## config.mk

```make
export PLATFORM = sky130hd
export DESIGN_NAME = hms_clock_core
export DESIGN_NICKNAME = d
export VERILOG_FILES = /design/src/rtl/hms_clock_core.sv
export SDC_FILE = /design/constraint.sdc
export NUM_CORES = 1
export LEC_CHECK = 0
export ABC_AREA = 1
export CORE_UTILIZATION = 30
export DETAILED_ROUTE_END_ITERATION = 6
export PLACE_DENSITY = 0.5
export SLEW_MARGIN = 20
export SYNTH_ARGS = -nofsm -noshare
export SYNTH_HDL_FRONTEND = slang
export SYNTH_SLANG_ARGS = --single-unit
```

## constraint.sdc

```tcl
create_clock -name clk -period 2.93 [get_ports clk]
set_clock_uncertainty 0.1 [all_clocks]
set_input_delay 0.4395 -clock clk [delete_from_list [all_inputs] [get_ports clk]]
set_output_delay 0.4395 -clock clk [all_outputs]
set_load 0.05 [all_outputs]
```

## src/rtl/hms_clock_core.sv

```systemverilog
// hms_clock_core: HH:MM:SS time-of-day core with 1 Hz prescaler, set-mode FSM,
// per-field up/down adjust, 12/24-hour display and set-mode blink.
//
// Ports:
//   clk          system clock
//   reset        synchronous, active-high reset
//   mode_btn     debounced level; rising edge steps RUN->SET_H->SET_M->SET_S->RUN
//   up_btn       debounced level; rising edge increments the selected field
//   down_btn     debounced level; rising edge decrements the selected field
//   fmt12        1 = 12-hour display, 0 = 24-hour display
//   bcd_out      {H1,H0,M1,M0,S1,S0} BCD digits, registered
//   digit_blank  per-digit blank (bit5=H1 .. bit0=S0), registered
//   pm           internal hour >= 12, registered
//   state        0=RUN, 1=SET_H, 2=SET_M, 3=SET_S
//   tick         one-cycle pulse on each time advance
//   day_wrap     one-cycle pulse when 23:59:59 rolls to 00:00:00
module hms_clock_core #(
  parameter int unsigned CLK_HZ   = 50000000,
  parameter int unsigned TICK_HZ  = 1,
  parameter int unsigned BLINK_HZ = 2
) (
  input  logic        clk,
  input  logic        reset,
  input  logic        mode_btn,
  input  logic        up_btn,
  input  logic        down_btn,
  input  logic        fmt12,
  output logic [23:0] bcd_out,
  output logic [5:0]  digit_blank,
  output logic        pm,
  output logic [1:0]  state,
  output logic        tick,
  output logic        day_wrap
);

  localparam int unsigned DIV  = CLK_HZ / TICK_HZ;
  localparam int unsigned HALF = CLK_HZ / (2 * BLINK_HZ);
  localparam int unsigned PW   = (DIV > 1) ? $clog2(DIV) : 1;
  localparam int unsigned BW   = (2 * HALF > 1) ? $clog2(2 * HALF) : 1;

  typedef enum logic [1:0] {
    ST_RUN   = 2'd0,
    ST_SET_H = 2'd1,
    ST_SET_M = 2'd2,
    ST_SET_S = 2'd3
  } state_e;

  state_e          state_q, state_d;
  logic [PW-1:0]   presc_q, presc_d;
  logic [BW-1:0]   blink_q, blink_d;
  logic [4:0]      hour_q, hour_d;
  logic [5:0]      min_q, min_d;
  logic [5:0]      sec_q, sec_d;
  logic            tick_q, tick_d;
  logic            day_wrap_q, day_wrap_d;
  logic [23:0]     bcd_q, bcd_d;
  logic [5:0]      blank_q, blank_d;
  logic            pm_q, pm_d;

  // Button synchronising stage (cur) and previous sample (prev) for edge detection
  logic mode_cur_q, mode_cur_d, mode_prev_q, mode_prev_d;
  logic up_cur_q, up_cur_d, up_prev_q, up_prev_d;
  logic dn_cur_q, dn_cur_d, dn_prev_q, dn_prev_d;

  logic mode_edge_c, up_edge_c, dn_edge_c, inc_c, dec_c;
  logic [4:0] disp_hour_c;

  // Binary 0..59 to two BCD digits
  function automatic logic [7:0] to_bcd(input logic [5:0] v);
    logic [5:0] t;
    logic [5:0] o;
    t = v / 6'd10;
    o = v - (t * 6'd10);
    return {4'(t), 4'(o)};
  endfunction

  assign mode_edge_c = mode_cur_q & ~mode_prev_q;
  assign up_edge_c   = up_cur_q & ~up_prev_q;
  assign dn_edge_c   = dn_cur_q & ~dn_prev_q;
  // Simultaneous up and down cancel
  assign inc_c       = up_edge_c & ~dn_edge_c;
  assign dec_c       = dn_edge_c & ~up_edge_c;

  // Next-state: FSM, prescaler, time counters, blink counter
  always_comb begin
    state_d     = state_q;
    presc_d     = presc_q;
    blink_d     = blink_q;
    hour_d      = hour_q;
    min_d       = min_q;
    sec_d       = sec_q;
    tick_d      = 1'b0;
    day_wrap_d  = 1'b0;
    mode_cur_d  = mode_btn;
    mode_prev_d = mode_cur_q;
    up_cur_d    = up_btn;
    up_prev_d   = up_cur_q;
    dn_cur_d    = down_btn;
    dn_prev_d   = dn_cur_q;

    if (state_q == ST_RUN) begin
      blink_d = '0;
      if (presc_q == PW'(DIV - 1)) begin
        presc_d = '0;
        tick_d  = 1'b1;
        if (sec_q == 6'd59) begin
          sec_d = '0;
          if (min_q == 6'd59) begin
            min_d = '0;
            if (hour_q == 5'd23) begin
              hour_d     = '0;
              day_wrap_d = 1'b1;
            end else begin
              hour_d = hour_q + 5'd1;
            end
          end else begin
            min_d = min_q + 6'd1;
          end
        end else begin
          sec_d = sec_q + 6'd1;
        end
      end else begin
        presc_d = presc_q + PW'(1);
      end
    end else begin
      presc_d = '0;
      blink_d = (blink_q == BW'(2 * HALF - 1)) ? '0 : blink_q + BW'(1);
      // Field-local wrap, no carry between fields
      case (state_q)
        ST_SET_H: begin
          if (inc_c)      hour_d = (hour_q == 5'd23) ? 5'd0 : hour_q + 5'd1;
          else if (dec_c) hour_d = (hour_q == 5'd0) ? 5'd23 : hour_q - 5'd1;
        end
        ST_SET_M: begin
          if (inc_c)      min_d = (min_q == 6'd59) ? 6'd0 : min_q + 6'd1;
          else if (dec_c) min_d = (min_q == 6'd0) ? 6'd59 : min_q - 6'd1;
        end
        ST_SET_S: begin
          if (inc_c)      sec_d = (sec_q == 6'd59) ? 6'd0 : sec_q + 6'd1;
          else if (dec_c) sec_d = (sec_q == 6'd0) ? 6'd59 : sec_q - 6'd1;
        end
        default: ;
      endcase
    end

    // Restart blink phase so the edited field is visible right after an action
    if (mode_edge_c || up_edge_c || dn_edge_c) blink_d = '0;

    if (mode_edge_c) begin
      case (state_q)
        ST_RUN:   state_d = ST_SET_H;
        ST_SET_H: state_d = ST_SET_M;
        ST_SET_M: state_d = ST_SET_S;
        default:  state_d = ST_RUN;
      endcase
    end
  end

  // Display formatting: 12/24-hour, BCD, pm, blanking of the selected field
  always_comb begin
    disp_hour_c = hour_q;
    if (fmt12) begin
      if (hour_q == 5'd0)       disp_hour_c = 5'd12;
      else if (hour_q > 5'd12)  disp_hour_c = hour_q - 5'd12;
    end
    bcd_d   = {to_bcd(6'(disp_hour_c)), to_bcd(min_q), to_bcd(sec_q)};
    pm_d    = (hour_q >= 5'd12);
    blank_d = '0;
    if (blink_q >= BW'(HALF)) begin
      case (state_q)
        ST_SET_H: blank_d = 6'b110000;
        ST_SET_M: blank_d = 6'b001100;
        ST_SET_S: blank_d = 6'b000011;
        default:  blank_d = '0;
      endcase
    end
  end

  // State and output registers
  always_ff @(posedge clk) begin
    if (reset) begin
      state_q     <= ST_RUN;
      presc_q     <= '0;
      blink_q     <= '0;
      hour_q      <= '0;
      min_q       <= '0;
      sec_q       <= '0;
      tick_q      <= 1'b0;
      day_wrap_q  <= 1'b0;
      bcd_q       <= '0;
      blank_q     <= '0;
      pm_q        <= 1'b0;
      mode_cur_q  <= 1'b0;
      mode_prev_q <= 1'b0;
      up_cur_q    <= 1'b0;
      up_prev_q   <= 1'b0;
      dn_cur_q    <= 1'b0;
      dn_prev_q   <= 1'b0;
    end else begin
      state_q     <= state_d;
      presc_q     <= presc_d;
      blink_q     <= blink_d;
      hour_q      <= hour_d;
      min_q       <= min_d;
      sec_q       <= sec_d;
      tick_q      <= tick_d;
      day_wrap_q  <= day_wrap_d;
      bcd_q       <= bcd_d;
      blank_q     <= blank_d;
      pm_q        <= pm_d;
      mode_cur_q  <= mode_cur_d;
      mode_prev_q <= mode_prev_d;
      up_cur_q    <= up_cur_d;
      up_prev_q   <= up_prev_d;
      dn_cur_q    <= dn_cur_d;
      dn_prev_q   <= dn_prev_d;
    end
  end

  assign bcd_out     = bcd_q;
  assign digit_blank = blank_q;
  assign pm          = pm_q;
  assign state       = state_q;
  assign tick        = tick_q;
  assign day_wrap    = day_wrap_q;

endmodule
```

# Word-level counts from Yosys, hierarchy flattened
# Index checks and enable logic that the tools add are counted.
[totals]
reg_bits = 109
latchBits = 0
mem_bits_rw = 0
rom_bits = 0
inputBits = 6
output_inout_bits = 35
elab_cells = 113
n_memories = 0
[op_classes]
n_addsub = 12
mul = 3
div = 3
n_lt_le_gt_ge = 3
n_eq_ne = 11
shift = 0
n_mux = 31
n_bitwise = 15
reduce_logical = 18
[op_table]
columns = ["cell", "n"]
rows = [
  ["two-way mux 6 bit", 15],
  ["two-way mux 5 bit", 12],
  ["adder 26 x 1 -> 26 bit (second input constant)", 1],
  ["== test 26 bit (second input constant)", 1],
  ["adder 25 x 1 -> 25 bit (second input constant)", 1],
  ["== test 25 bit (second input constant)", 1],
  [">= comparator 25 x 24 -> 1 bit (second input constant)", 1],
  ["multiplier 6 x 3 -> 3 bit (second input constant)", 3],
  ["case mux 6 bit (3 select lines)", 1],
  ["adder 6 x 1 -> 6 bit (second input constant)", 2],
  ["divider 6 x 4 -> 6 bit (second input constant)", 2],
  ["== test 6 bit (second input constant)", 2],
  ["zero test 6 bit", 2],
  ["subtractor 4 bit", 3],
  ["subtractor 6 x 1 -> 6 bit (second input constant)", 2],
  ["NOT 1 bit", 10],
  ["divider 5 x 4 -> 6 bit (second input constant)", 1],
  ["!= test 2 x 1 -> 1 bit (second input constant)", 3],
  ["case mux 2 bit (3 select lines)", 1],
  ["nonzero test 2 bit", 3],
  ["adder 5 x 1 -> 5 bit (second input constant)", 1],
  ["bitwise AND 1 bit", 5],
  ["== test 5 bit (second input constant)", 1],
  [">= comparator 5 x 4 -> 1 bit (second input constant)", 1],
  ["other kinds (17)", 21],
]

# Depth between registers and ports, before layout
[logic_depth]
depth_word = 8
ltp_mapped = 18
mapped_depth_nobuf = 18

# Worst setup path before layout
# Ideal clock, no wire load.
[synth_timing]
kind = "register -> register"
start = "register hour_q[2]"
end = "register bcd_q[19] (netlist: bcd_out[19])"
setup_ns = 0.115
arrival_ns = 2.607
required_ns = 2.715
slack_ns = 0.108
stages_incl_launch_ff = 19
n_path_buf = 0
synth_period_minus_slack_ns = 2.822
cell_sequence = "dfxtp_1 inv_1 ha_1 nand2_1 nor2_2 nand2_1 nand2_1 o21bai_4 o21ai_1 ha_1 nand2_1 nand3_1 nand2_1 ha_1 fa_1 inv_1 nand3_1 nand2_1 nor2_1"
[synth_between]
elab_chain_cells = 7
elab_cells_between_ends = 9
cone_classes = "add/sub: 2; mul: 1; div: 1; order compare: 1; mux: 3; reduce/logical: 1"
[synth_lines]
columns = ["item", "line_no", "rtl"]
rows = [
  ["start: declaration", "51", "logic [4:0] hour_q, hour_d;"],
  ["start signal: assignment", "203", "hour_q <= hour_d;"],
  ["subtractor 5 x 4 -> 5 bit / > comparator 5 x 4 -> 1 bit (equally long branches)", "164", "else if (hour_q > 5'd12) disp_hour_c = hour_q - 5'd12;"],
  ["two-way mux 5 bit", "164", ""],
  ["two-way mux 5 bit", "163", "if (hour_q == 5'd0) disp_hour_c = 5'd12;"],
  ["two-way mux 5 bit (*)", "162", "if (fmt12) begin"],
  ["divider 5 x 4 -> 6 bit (*)", "72", "t = v / 6'd10;"],
  ["net bcd_d[20]", "56", "logic [23:0] bcd_q, bcd_d;"],
  ["multiplier 6 x 3 -> 3 bit (*)", "73", "o = v - (t * 6'd10);"],
  ["subtractor 4 bit (*)", "73", ""],
  ["end signal: assignment", "190", "bcd_q <= '0;"],
  ["end signal: assignment", "208", "bcd_q <= bcd_d;"],
  ["end: declaration", "56", ""],
]
# The timed path passes the listed nets; every way through them passes the cells marked *.
# A chain may end at the register's enable or synchronous reset.

# Final worst setup path
[layout_timing]
start = "register hour_q[1]"
end = "register bcd_q[19] (netlist: bcd_out[19])"
# Same word-level chain as after synthesis.

==> flow_metrics.py <==
metrics = {
    "status": {
        "status": "complete, no violations",
    },
    "die": {
        "die_h_um": 146.4,
        "chipWidth_um": 146.4,
        "initial_utilization_pct": 30.73,
        "core_sq_mm": 0.02036,
        "die_area_sq_mm": 0.02144,
        "std_cell_rows": 52,
        "io_pins": 41,
    },
    "synthesis": {
        "syn-mean-instance-area_sq_um": 6.938,
        "synth.top_cells.by_count": "nand2_1 (185), nor2_1 (140), inv_1 (112), dfxtp_1 (102), nand3_1 (67)",
        "yosysUniqueCellTypes": 52,
        "synth_top_area_share_pct": 32.63,
        "synth_most_common_cell": "nand2_1",
        "ys.warnings.count": 0,
        "synth_top_family_by_area": "simple AND/OR/NAND/NOR gates",
        "yosysSeqAreaShare_pct": 32.63,
        "syn_inst": 902,
        "yosys-mux-area-fraction_pct": 0,
        "synth_simple_gate_area_share_pct": 38.04,
        "yosysTopAreaCell": "dfxtp_1",
        "synth_xor_xnor_area_share_pct": 4.338,
        "synth_area_leaders": "dfxtp_1 (33%), nand2_1 (11%), nor2_1 (8.4%)",
        "synth_edf_count": 0,
        "synth_compound_area_share_pct": 7.517,
        "synth-seq-cells": 102,
        "synth_flop_cell": "dfxtp_1",
        "netlist_area_sq_mm": 0.006259,
        "synth_fa_ha_area_share_pct": 7.557,
        "async_flop_share_pct": 0,
    },
    "global_routing": {
        "grt_max_degree": 27,
        "grt_use_total_pct": 14.61,
        "antenna_found_initial": 0,
        "grt_pass1_vias": 5244,
        "grt_pass1_wl_um": 25300,
        "grt-ovfl-total": 0,
    },
    "timing": {
        "setup_ws_ns": 0.1751,
        "min_period_ns": 2.755,
        "worstMarginPinSlew_ns": 0.5687,
        "min_period_over_period_pct": 94.03,
        "rsz0062_at_grt": "false",
        "setup_viol": 0,
        "slew_headroom_pct": 61.97,
        "maxSlewViolCount": 0,
        "fmax_ghz": 0.3630,
        "hold_viol": 0,
        "whs_ns": 0.3422,
    },
    "worst_setup_path": {
        "reg2reg_depth": 18,
        "crit_type": "reg -> reg",
        "crit_chain": "inv_2 -> ha_4 -> nand3_2 -> nand2_2 -> nor2_4 -> nand2_1 -> nand3_2 -> o21ai_1 -> ha_1 -> nand2_1 -> nand3_1 -> nand2_1 -> ha_1 -> fa_1 -> inv_1 -> nand3_1 -> nand2_1 -> nor2_1",
        "crit_required_ns": 3.08,
        "crit_path_top_delay_cell": "dfxtp_1",
        "arrival_ns": 2.91,
        "end_kind": "flop",
        "max_stage_delay_ns": 0.40,
        "path_max_fanout": 5,
        "worstReg2RegStart": "hour_q[1]",
        "worstReg2RegEnd": "bcd_out[19]",
        "startpoint_type": "flop",
        "cp_common_cell": "nand2_1",
        "r2r_setup_slack_ns": 0.18,
    },
    "finish": {
        "nNetsFinal": 999,
        "n_fill_cell": 2195,
        "drive_gt1_share_pct": 12.79,
        "seq_area_sq_mm": 0.002052,
        "diodes": 0,
        "multiInputGateArea_sq_mm": 0.003670,
        "syn_to_final_growth_pct": 17.69,
        "finalInstanceArea_sq_mm": 0.007366,
    },
    "clocking": {
        "cts_root_buf": "clkbuf_16",
        "clock-sinks": 102,
        "clock_latency_ns": 0.36,
        "h-tree-depth": 3,
        "clk_pin_slew_ns": 0.07,
        "cts.path.max_buffers": 2,
        "cts-hold-fix-buffers": 0,
        "cts_tree": "built",
        "numCtsBuffers": 9,
    },
    "placement": {
        "postPlaceCellArea_sq_mm": 0.007024,
        "gp_congestion": 0.8735,
        "place_ws_ns": -0.1077,
        "port_buffers": 36,
        "dp_hpwl_um": 11080,
    },
    "routing": {
        "wl_um": 14830,
        "vias": 5589,
        "drc": 0,
        "first_pass_iters": 5,
        "drtIter0Drc": 306,
        "viasPerCell": 4.537,
        "post_drt_wl_per_cell_um": 12.04,
        "ant_nets": 0,
    },
    "pwr": {
        "p_sw_uw": 842.7,
        "power.internal_mw": 2.127,
        "combPwrFrac_pct": 13.3,
        "vdd_ir_drop_max_mv": 0.2524,
        "pwr-share-seq_pct": 48.2,
        "p_leak_nw": 2.940,
        "clock_power_share_pct": 38.5,
        "power_density_mw_per_mm2": 403.2,
        "switching_share_pct": 28.38,
        "total_power_mw": 2.970,
    },
    "min_path": {
        "min_to": "dn_prev_q",
        "min-delay-start": "dn_cur_q",
        "hold_path_class": "reg -> reg",
        "whs_path_depth": 2,
    },
    "job": {
        "max-cap-violations": 0,
    },
}
==> registers in the layout, summed over array words and instances (netlist names), 2 cells and up <==
register     count
bcd_out         20
blink_q         25
digit_blank      3
hour_q           5
min_q            6
presc_q         26
sec_q            6
state            2
==> cell families (layout without fill, tap and decap cells) <==
kind of cell	Yosys count	count (layout)
compound gates	82	82
xor+xnor	31	31
fa+ha+maj	36	36
buf+inv	145	202
flops	102	102
other cells	1	4
simple gates	505	505
==> critical path, delay by kind of cell, from the launching register on <==
family	cells	cell delay (ns)
flops	1	0.40
fa+ha+maj	4	1.03
simple gates	11	0.85
buf+inv	2	0.18
compound gates	1	0.08
==> metrics by stage <==
step           std cells  utilization [%]  setup TNS, ns
3_3_place_gp        1216            34.49       -0.05208
6_report            1232            36.17              0
5_1_grt             1232            36.17              0
2_1_floorplan        905                -              0
3_5_place_dp        1216            34.49        -0.1382
4_1_cts             1232            35.83              0
==> worst max path at each step <==
stage	cells past startpoint	endpoint	start	slack, ns
final	18	bcd_out[19]	hour_q[1]	0.18
after global routing	18	bcd_out[19]	hour_q[3]	0.002
after CTS	17	bcd_out[2]	sec_q[4]	0.06
after detailed placement	16	bcd_out[19]	fmt12	-0.11
after global placement	16	bcd_out[19]	fmt12	-0.05
after floorplan	18	bcd_out[19]	hour_q[2]	0.11
==> power by group through the flow <==
stage	clock network (mW)	registers [mW]	logic (mW)
floorplan	0	1.51	0.236
global placement	0	1.46	0.392
detailed placement	0	1.46	0.391
CTS	1.20	1.43	0.393
global route	1.25	1.43	0.440
finish	1.14	1.43	0.396
==> timing repair <==
| item | 4_1_cts | 5_1_grt |
|---|---|---|
| gates resized for setup | 0 | 23 |
| setup buffers | 0 | 0 |
| endpoints found under the setup margin | 0 | 5 |
==> cell usage in the layout, fill, tap and decap left out, types with 3 or more instances in the layout <==
cell and count:
nand2_4 4, nand2_1 184, clkdlybuf4s50_1 36, nand3_1 67, o21ai_1 3, ha_1 30, xor2_1 20, inv_2 8
o21ai_2 5, a21oi_1 40, or2_2 7, nand3_2 6, xnor2_1 10, fa_1 3, or3_1 3, nor2_1 138
nand2_2 10, clkbuf_16 9, o21ai_0 21, buf_4 29, conb_1 4, dfxtp_1 96, nor2_4 5, o211ai_1 3
nor3_1 22, dfxtp_2 5, clkinv_2 3, nand4_1 23, inv_1 111, nor2_2 8, nor3_2 3, nor3b_1 5
nor4_1 7
==> cell type report <==
| type | count | share of cell area, % |
|---|---|---|
| Timing Repair Buffer | 65 | 7.848 |
| Clock buffer | 10 | 3.109 |
| Multi-Input combinational cell | 658 | 49.82 |
| Tap cell | 270 | 4.586 |
| Clock inverter | 6 | 0.5945 |
| Inverter | 121 | 6.183 |
| Sequential cell | 102 | 27.86 |
==> per-layer routing <==
metal | GRT usage [%] | routed length, um | share of wire (%) | vias up
li1 | - | - | - | 2974
met1 | 19.72 | 7499 | 51 | 2507
met2 | 23.45 | 6557 | 44 | 93
met3 | 2.719 | 546 | 3.7 | 15
met4 | 4.583 | 225 | 1.5 | 0
met5 | 0 | 0 | 0 | -
Note: power is estimated with default switching activity, not from simulation.
